`src/rtl/mcpu_defs.sv`:
```
// Shared encodings for the multi-cycle MIPS-subset control unit: FSM states, opcodes,
// ALU operations, PC sources, register destinations and the decoded instruction-class record.
package mcpu_defs;

    typedef enum logic [2:0] {
        S_IF     = 3'b000,
        S_ID     = 3'b001,
        S_EXE_LS = 3'b010,
        S_MEM    = 3'b011,
        S_WB_LD  = 3'b100,
        S_EXE_BR = 3'b101,
        S_EXE_AL = 3'b110,
        S_WB_AL  = 3'b111
    } state_t;

    localparam logic [5:0] OP_ADD   = 6'b000000;
    localparam logic [5:0] OP_SUB   = 6'b000001;
    localparam logic [5:0] OP_ADDIU = 6'b000010;
    localparam logic [5:0] OP_AND   = 6'b010000;
    localparam logic [5:0] OP_ANDI  = 6'b010001;
    localparam logic [5:0] OP_ORI   = 6'b010010;
    localparam logic [5:0] OP_XORI  = 6'b010011;
    localparam logic [5:0] OP_SLL   = 6'b011000;
    localparam logic [5:0] OP_SLTI  = 6'b100110;
    localparam logic [5:0] OP_SLT   = 6'b100111;
    localparam logic [5:0] OP_SW    = 6'b110000;
    localparam logic [5:0] OP_LW    = 6'b110001;
    localparam logic [5:0] OP_BEQ   = 6'b110100;
    localparam logic [5:0] OP_BNE   = 6'b110101;
    localparam logic [5:0] OP_BLTZ  = 6'b110110;
    localparam logic [5:0] OP_J     = 6'b111000;
    localparam logic [5:0] OP_JR    = 6'b111001;
    localparam logic [5:0] OP_JAL   = 6'b111010;

    localparam logic [2:0] ALU_ADD  = 3'b000;
    localparam logic [2:0] ALU_SUB  = 3'b001;
    localparam logic [2:0] ALU_SLL  = 3'b010;
    localparam logic [2:0] ALU_OR   = 3'b011;
    localparam logic [2:0] ALU_AND  = 3'b100;
    localparam logic [2:0] ALU_SLTU = 3'b101;
    localparam logic [2:0] ALU_SLT  = 3'b110;
    localparam logic [2:0] ALU_XOR  = 3'b111;

    localparam logic [1:0] PC_SEQ    = 2'b00;
    localparam logic [1:0] PC_BRANCH = 2'b01;
    localparam logic [1:0] PC_RS     = 2'b10;
    localparam logic [1:0] PC_JUMP   = 2'b11;

    localparam logic [1:0] RD_31 = 2'b00;
    localparam logic [1:0] RD_RT = 2'b01;
    localparam logic [1:0] RD_RD = 2'b10;

    typedef struct packed {
        logic       alu;
        logic       imm;
        logic       zext;
        logic       sll;
        logic       ls;
        logic       lw;
        logic       sw;
        logic       br;
        logic       beq;
        logic       bne;
        logic       bltz;
        logic       jmp;
        logic       j;
        logic       jr;
        logic       jal;
        logic       halt;
        logic [2:0] aluop;
    } dec_t;

endpackage

```
`src/rtl/mcpu_decode.sv`:
```
// Opcode to instruction-class flags; purely combinational, consumed by the control FSM.
module mcpu_decode
    import mcpu_defs::*;
#(
    parameter int              OP_W    = 6,
    parameter logic [OP_W-1:0] HALT_OP = 6'b111111
) (
    input  logic [OP_W-1:0] opcode,
    output dec_t            dec
);

    always_comb begin
        dec = '0;
        case (opcode)
            OP_ADD:   begin dec.alu = 1'b1; dec.aluop = ALU_ADD; end
            OP_SUB:   begin dec.alu = 1'b1; dec.aluop = ALU_SUB; end
            OP_ADDIU: begin dec.alu = 1'b1; dec.imm = 1'b1; dec.aluop = ALU_ADD; end
            OP_AND:   begin dec.alu = 1'b1; dec.aluop = ALU_AND; end
            OP_ANDI:  begin dec.alu = 1'b1; dec.imm = 1'b1; dec.zext = 1'b1; dec.aluop = ALU_AND; end
            OP_ORI:   begin dec.alu = 1'b1; dec.imm = 1'b1; dec.zext = 1'b1; dec.aluop = ALU_OR; end
            OP_XORI:  begin dec.alu = 1'b1; dec.imm = 1'b1; dec.zext = 1'b1; dec.aluop = ALU_XOR; end
            OP_SLL:   begin dec.alu = 1'b1; dec.sll = 1'b1; dec.aluop = ALU_SLL; end
            OP_SLTI:  begin dec.alu = 1'b1; dec.imm = 1'b1; dec.aluop = ALU_SLT; end
            OP_SLT:   begin dec.alu = 1'b1; dec.aluop = ALU_SLT; end
            OP_SW:    begin dec.ls = 1'b1; dec.sw = 1'b1; end
            OP_LW:    begin dec.ls = 1'b1; dec.lw = 1'b1; end
            OP_BEQ:   begin dec.br = 1'b1; dec.beq = 1'b1; end
            OP_BNE:   begin dec.br = 1'b1; dec.bne = 1'b1; end
            OP_BLTZ:  begin dec.br = 1'b1; dec.bltz = 1'b1; end
            OP_J:     begin dec.jmp = 1'b1; dec.j = 1'b1; end
            OP_JR:    begin dec.jmp = 1'b1; dec.jr = 1'b1; end
            OP_JAL:   begin dec.jmp = 1'b1; dec.jal = 1'b1; end
            HALT_OP:  dec.halt = 1'b1;
            default:  dec = '0;
        endcase
    end

endmodule

```
`src/rtl/multi_cycle_ctrl.sv`:
```
// Multi-cycle CPU control unit: State is the only register; every datapath control is
// decoded combinationally from State, opcode and the ALU zero/sign flags.
module multi_cycle_ctrl
    import mcpu_defs::*;
#(
    parameter int              OP_W    = 6,
    parameter logic [OP_W-1:0] HALT_OP = 6'b111111
) (
    input  logic            CLK,
    input  logic            Reset,
    input  logic [OP_W-1:0] opcode,
    input  logic            zero,
    input  logic            sign,
    output logic [2:0]      State,
    output logic            PCWre,
    output logic            IRWre,
    output logic            InsMemRW,
    output logic            RegWre,
    output logic [1:0]      RegDst,
    output logic            WrRegDSrc,
    output logic            ALUSrcA,
    output logic            ALUSrcB,
    output logic [2:0]      ALUOp,
    output logic            ExtSel,
    output logic [1:0]      PCSrc,
    output logic            mRD,
    output logic            mWR,
    output logic            DBDataSrc
);

    state_t state, state_nx;
    dec_t   dec;
    logic   taken;

    mcpu_decode #(.OP_W(OP_W), .HALT_OP(HALT_OP)) u_decode (
        .opcode (opcode),
        .dec    (dec)
    );

    assign State = state;
    assign taken = (dec.beq & zero) | (dec.bne & ~zero) | (dec.bltz & sign);

    always_ff @(posedge CLK) begin
        if (Reset) state <= S_IF;
        else       state <= state_nx;
    end

    always_comb begin
        state_nx  = state;
        PCWre     = 1'b0;
        IRWre     = 1'b0;
        InsMemRW  = 1'b0;
        RegWre    = 1'b0;
        RegDst    = RD_31;
        WrRegDSrc = 1'b0;
        ALUSrcA   = 1'b0;
        ALUSrcB   = 1'b0;
        ALUOp     = ALU_ADD;
        ExtSel    = 1'b0;
        PCSrc     = PC_SEQ;
        mRD       = 1'b0;
        mWR       = 1'b0;
        DBDataSrc = 1'b0;
        // Reset presents fetch-phase controls so no write strobe or PC load escapes.
        if (Reset) begin
            state_nx = S_IF;
            IRWre    = 1'b1;
            InsMemRW = 1'b1;
        end else begin
            case (state)
                S_IF: begin
                    IRWre    = 1'b1;
                    InsMemRW = 1'b1;
                    state_nx = S_ID;
                end
                S_ID: begin
                    if (dec.halt)     state_nx = S_ID;
                    else if (dec.alu) state_nx = S_EXE_AL;
                    else if (dec.br)  state_nx = S_EXE_BR;
                    else if (dec.ls)  state_nx = S_EXE_LS;
                    else begin
                        // Jumps and undefined opcodes complete here.
                        state_nx = S_IF;
                        PCWre    = 1'b1;
                        if (dec.jr)                PCSrc = PC_RS;
                        else if (dec.j | dec.jal)  PCSrc = PC_JUMP;
                        if (dec.jal) begin
                            RegWre    = 1'b1;
                            RegDst    = RD_31;
                            WrRegDSrc = 1'b0;
                        end
                    end
                end
                S_EXE_AL, S_WB_AL: begin
                    ALUSrcA = dec.sll;
                    ALUSrcB = dec.imm;
                    ExtSel  = ~dec.zext;
                    ALUOp   = dec.aluop;
                    if (state == S_WB_AL) begin
                        RegWre    = 1'b1;
                        WrRegDSrc = 1'b1;
                        RegDst    = dec.imm ? RD_RT : RD_RD;
                        PCWre     = 1'b1;
                        state_nx  = S_IF;
                    end else begin
                        state_nx  = S_WB_AL;
                    end
                end
                S_EXE_BR: begin
                    ALUOp    = ALU_SUB;
                    ExtSel   = 1'b1;
                    PCWre    = 1'b1;
                    PCSrc    = taken ? PC_BRANCH : PC_SEQ;
                    state_nx = S_IF;
                end
                S_EXE_LS: begin
                    ALUOp    = ALU_ADD;
                    ALUSrcB  = 1'b1;
                    ExtSel   = 1'b1;
                    state_nx = S_MEM;
                end
                S_MEM: begin
                    if (dec.sw) begin
                        mWR      = 1'b1;
                        PCWre    = 1'b1;
                        state_nx = S_IF;
                    end else begin
                        mRD      = 1'b1;
                        state_nx = S_WB_LD;
                    end
                end
                S_WB_LD: begin
                    mRD       = 1'b1;
                    DBDataSrc = 1'b1;
                    RegWre    = 1'b1;
                    RegDst    = RD_RT;
                    WrRegDSrc = 1'b1;
                    PCWre     = 1'b1;
                    state_nx  = S_IF;
                end
                default: state_nx = S_IF;
            endcase
        end
    end

endmodule

```
`config.mk`:
```
export PLATFORM = sky130hd
export DESIGN_NAME = multi_cycle_ctrl
export DESIGN_NICKNAME = d
export VERILOG_FILES = /design/src/rtl/mcpu_defs.sv /design/src/rtl/mcpu_decode.sv /design/src/rtl/multi_cycle_ctrl.sv
export SDC_FILE = /design/constraint.sdc
export NUM_CORES = 1
export LEC_CHECK = 0
export BUFFER_PORTS_ARGS = -buffer_cell sky130_fd_sc_hd__buf_2
export CORE_MARGIN = 8
export CORE_UTILIZATION = 42
export CTS_CLUSTER_DIAMETER = 40
export DETAILED_ROUTE_END_ITERATION = 6
export PLACE_DENSITY = 0.79
export SYNTH_ARGS = -nofsm -noshare
export SYNTH_HDL_FRONTEND = slang
export SYNTH_SLANG_ARGS = --single-unit
```
`constraint.sdc`:
```
create_clock -name CLK -period 1.3 [get_ports CLK]
set_input_delay 0.13 -clock CLK [delete_from_list [all_inputs] [get_ports CLK]]
set_output_delay 0.13 -clock CLK [all_outputs]
set_load 0.02 [all_outputs]
```
# ---- Yosys cells after proc, flatten, opt, wreduce, memory -nomap -nowiden
# Index checks and enable logic that the tools add are counted.
dict set report word_totals {
  wordCells 115
  input_bits 10
  reg_bits 3
}
dict set report classes {
  n_eq_ne 25
  reduce_logical 12
  mux 69
  bitwise 8
}
# operator count
set op_table {}
lappend op_table {{$eq A6 B6 Y1 const B} 11}
lappend op_table {{$mux W1} 41}
lappend op_table {{$pmux W3 S6} 2}
lappend op_table {{$eq A6 B5 Y1 const B} 5}
lappend op_table {{$mux W2} 11}
lappend op_table {{$mux W3} 6}
lappend op_table {{$eq A3 B3 Y1 const B} 4}
lappend op_table {{$reduce_or A2 Y1} 6}
lappend op_table {{$reduce_or A10 Y1} 1}
lappend op_table {{$pmux W1 S2} 4}
lappend op_table {{$pmux W2 S2} 2}
lappend op_table {{$eq A3 B2 Y1 const B} 2}
lappend op_table {{$eq A6 B1 Y1 const B} 1}
lappend op_table {{$eq A6 B2 Y1 const B} 1}
lappend op_table {{$logic_not A6 Y1} 1}
lappend op_table {{$pmux W3 S2} 1}
lappend op_table {{$reduce_or A3 Y1} 2}
lappend op_table {{$reduce_or A5 Y1} 1}
lappend op_table {{$pmux W1 S4} 1}
lappend op_table {{$and A1 B1 Y1} 3}
lappend op_table {{$eq A3 B1 Y1 const B} 1}
lappend op_table {{$logic_not A3 Y1} 1}
lappend op_table {{$or A1 B1 Y1} 3}
lappend op_table {{$pmux W1 S3} 1}
lappend op_table {{$not A1 Y1} 2}

# ---- Logic depth before layout (Yosys ltp)
dict set report logic_depth {
  ltp_word 11
  mapped_depth 6
  mapped_depth_nobuf 5
}

# ---- Hierarchy
# A second synthesis with hierarchy kept.
dict set report hier_totals {
  cells_unflattened 112
  hier_area_um2 813.3
}
# mod cells_each area_each_um2 n_inst
set modules_own_cells {}
lappend modules_own_cells {multi_cycle_ctrl 64 447.9 1}
lappend modules_own_cells {mcpu_decode 48 365.4 1}

# ---- Worst setup path before layout
# Ideal clock, no wire load.
dict set report synth_path {
  path_type {register to output}
  from {register state[1], in the netlist State[1]}
  to {output port PCSrc[1]}
  stages_incl_launch_ff 5
  slack_ns -0.416
  arrival_ns 1.586
  path_buffers 1
  cell_sequence {dfxtp_1 buf_6 nand2b_4 or3_4 nor3b_1}
}
dict set report synth_between {
  elab_chain_len 3
  word_cells_on_any_way 4
  cone_classes {2 x eq/ne; 2 x mux}
}
# element line_no
set synth_lines {}
lappend synth_lines {{from (decl)} multi_cycle_ctrl.sv:31} ;# state_t state, state_nx;
lappend synth_lines {{from (signal assigned)} multi_cycle_ctrl.sv:45} ;# else state <= state_nx;
lappend synth_lines {{$eq A3 B3 Y1 / $eq A3 B1 Y1 (equally long branches)} multi_cycle_ctrl.sv:70} ;# case (state)
lappend synth_lines {{$pmux W2 S2 (*)} multi_cycle_ctrl.sv:70}
lappend synth_lines {{$mux W2 (*)} multi_cycle_ctrl.sv:65} ;# if (Reset) begin
lappend synth_lines {{to (decl)} multi_cycle_ctrl.sv:25} ;# output logic [1:0] PCSrc,
# Mark *: on every way between the ends. The rest lies on a longest branch, timed or not.

# ---- Final worst setup path
dict set report layout_path {
  from {register state[1], in the netlist State[1]}
  to {output port RegWre}
}
dict set report layout_between {
  elab_chain_len 4
  word_cells_on_any_way 8
  cone_classes {4 x eq/ne; 3 x mux; 1 x reduce/logical}
}
# element line_no
set layout_lines {}
lappend layout_lines {{$eq A3 B3 Y1 (on tied branches)} {multi_cycle_ctrl.sv:70, multi_cycle_ctrl.sv:99}}
lappend layout_lines {{$mux W1 / $reduce_or A2 Y1 (equally long branches)} {multi_cycle_ctrl.sv:99, multi_cycle_ctrl.sv:70}}
lappend layout_lines {{$pmux W1 S3 (*)} multi_cycle_ctrl.sv:70}
lappend layout_lines {{$mux W1 (*)} multi_cycle_ctrl.sv:65}
lappend layout_lines {{to (decl)} multi_cycle_ctrl.sv:18} ;# output logic RegWre,
# Marked as above.

==> impl_metrics.yaml <==
outcome:
  outcome: "finished, violations left"
  violations: "setup timing"
setup_path:
  critPathRequiredTime_ns: 1.17
  max_stage_delay_ns: 0.35
  worst-path-stages: 6
  critPathKind: "register to primary output"
  crit_path_start_kind: "register"
  r2r_cells: 4
  cp_max_fo: 4
  worst-path-buf-inv: 1
  cpMaxStageDelayCell: "or3_4"
  path_cells: "nand2b_4 -> or3_4 -> o22ai_2 -> a21oi_2 -> nor2_2 -> buf_6"
  cp.arrival_ns: 1.50
  cp_top_family: "simple AND/OR/NAND/NOR gates"
  worst_setup_path_end_kind: "primary output"
global_route:
  grt_max_degree: 13
  antenna_found_initial: 0
  grt_pass1_wl_um: 4620
  grt_overflow_total: 0
  grt_pass1_vias: 1042
  grt.total_usage_pct: 17.0
logic_synthesis:
  syn_nets: 122
  ys_ff_latch: 3
  synth_enable_flop_cells: 0
  netlist_area_um2: 721
  seq_area_frac_synth_pct: 8.33
  async_flop_share_pct: 0
  yosysUniqueCellTypes: 45
  synth_top_flop_cell: "dfxtp_1"
  synth_top_cell_by_area: "nor2_1"
  ys_top_cells_by_area: "nor2_1, dfxtp_1, a21oi_1"
  synth_top_area_share_pct: 9.38
  syn_inst: 112
  ys_warn_count: 0
  syn_avg_cell_area_um2: 6.43
cells_and_area:
  fill_cells: 108
  multi_input_area_um2: 753
  largest_reg_flops: 3
  layout_common_cells: "buf_4, nor2_1, buf_2"
  drive_gt1_share_pct: 62.9
  antenna_cells: 0
  register_area_um2: 68.8
  fin_util_pct: 81.3
  area_delta_synth_final_pct: 88.5
  layout.nets: 178
  final_common_cell: "buf_4"
hold_path:
  hp-class: "input pin to register"
  holdPathStages: 2
sta:
  hold_violations: 0
  final.setup_skew_ns: 0.00228
  finalWorstSetupSlack_ns: -0.331
  finalCritPeriodShare_pct: 125
  rsz0062_at_grt: "true"
  max_freq_mhz: 613
  slew_violations: 0
  setup_tns_ns: -2.93
  layout_min_cycle_time_ns: 1.63
  max_slew.worst_pin.slew_ns: 0.330
  slew_headroom_pct: 77.8
  setup_viol: 17
floorplan:
  start_util_pct: 43.1
  coreArea_um2: 1670
  die_w_um: 57.4
  ios: 31
  die_area_um2: 3300
  rows: 15
  die_h_um: 57.4
cts:
  clock-sinks: 3
  h-tree-depth: 1
  cts_buffer_depth: 2
  clk-insertion-delay-late_ns: 0.23
  cts_tree: "done"
  cts_buffers: 3
  path_clk_slew_ns: 0.04
  clockRootBuffer: "clkbuf_4"
flow_run:
  drv_cap: 0
drt:
  totalWireLength_um: 2950
  drt-vias-per-instance: 5.87
  drt-pass1-iter-count: 4
  avgRoutedWirePerCell_um: 16.0
  dr_total_vias: 1080
  route.detailed.drc: 0
  antenna_left: 0
  drt-initial-drc-count: 30
pwr:
  p_per_area_nw_per_um2: 451
  power_leakage_nw: 0.541
  vdd_ir_drop_max_v: 0.000341
place:
  gp_congestion: 0.852
  portBuffers: 30
  place.detailed.hpwl_um: 2170
==> cells in the mapped netlist, drive strengths merged (3+ instances only) <==
cell type / n
a21oi: 10
buf: 10
dfxtp: 3
inv: 3
nand2: 10
nand2b: 6
nand3: 4
nor2: 19
nor3: 4
nor3b: 3
nor4: 3
o21ai: 6
==> through the flow <==
stage	hold slack, ns	setup slack, ns	instance area [um2]	total power [mW]	std cells
after floorplan	0.298	-0.266	836	0.296	112
after global placement	0.401	-0.124	1170	0.399	181
after detailed placement	0.424	-0.166	1170	0.408	181
after CTS	0.184	-0.341	1320	0.598	184
after global routing	0.197	-0.400	1360	0.652	184
final	0.202	-0.331	1360	0.613	184
==> power breakdown <==
part	leakage (nW)	switching, mW	internal [mW]
Combinational	0.500	0.184	0.153
Clock	0.0150	0.0480	0.115
Sequential	0.0264	0.0149	0.0976
==> kinds of logic after synthesis <==
group / Yosys count / synth area share, %
buffers and inverters: 14 / 12.3
and+or+nand+nor: 62 / 47.4
xor gates and xnor gates: 2 / 2.43
DFF: 3 / 8.33
AOI/OAI and AO/OA: 31 / 29.5
==> metal layers <==
metal / vias up / share of wire (%) / GRT usage [%]
met2: 44 / 52 / 29.1
met5: - / 0 / 0
met4: 0 / 1.1 / 6.43
li1: 517 / - / -
met1: 515 / 40 / 20.1
met3: 4 / 6.4 / 3.59
==> worst paths after layout <==
kind	startpoint	to	slack (ns)
setup / recovery	State[1]	RegWre	-0.33
hold / removal	Reset	State[2]	0.20
setup reg to reg	State[1]	State[1]	0
hold reg to reg	State[2]	State[1]	0.67
==> worst register-to-register path, stage by stage, from the launching register on <==
cell and delay (ns):
dfxtp_2 0.33, nand2b_4 0.14, buf_4 0.15, or4_4 0.47, o32ai_2 0.10
==> cell type report <==
type,count,share of cell area (%)
Sequential cell,3,5.06
Clock buffer,4,1.93
Inverter,3,1.01
Tap cell,17,1.57
Timing Repair Buffer,62,35.0
Multi-Input combinational cell,95,55.4
==> timing repair <==
item                                    in CTS  in global routing
gates resized for setup                     38                 12
endpoints found under the setup margin      19                 19
buffers inserted                             0                  0
pin swaps                                    3                  7
hold buffers                                 0                  0
Power figures use the tool's default switching activity.
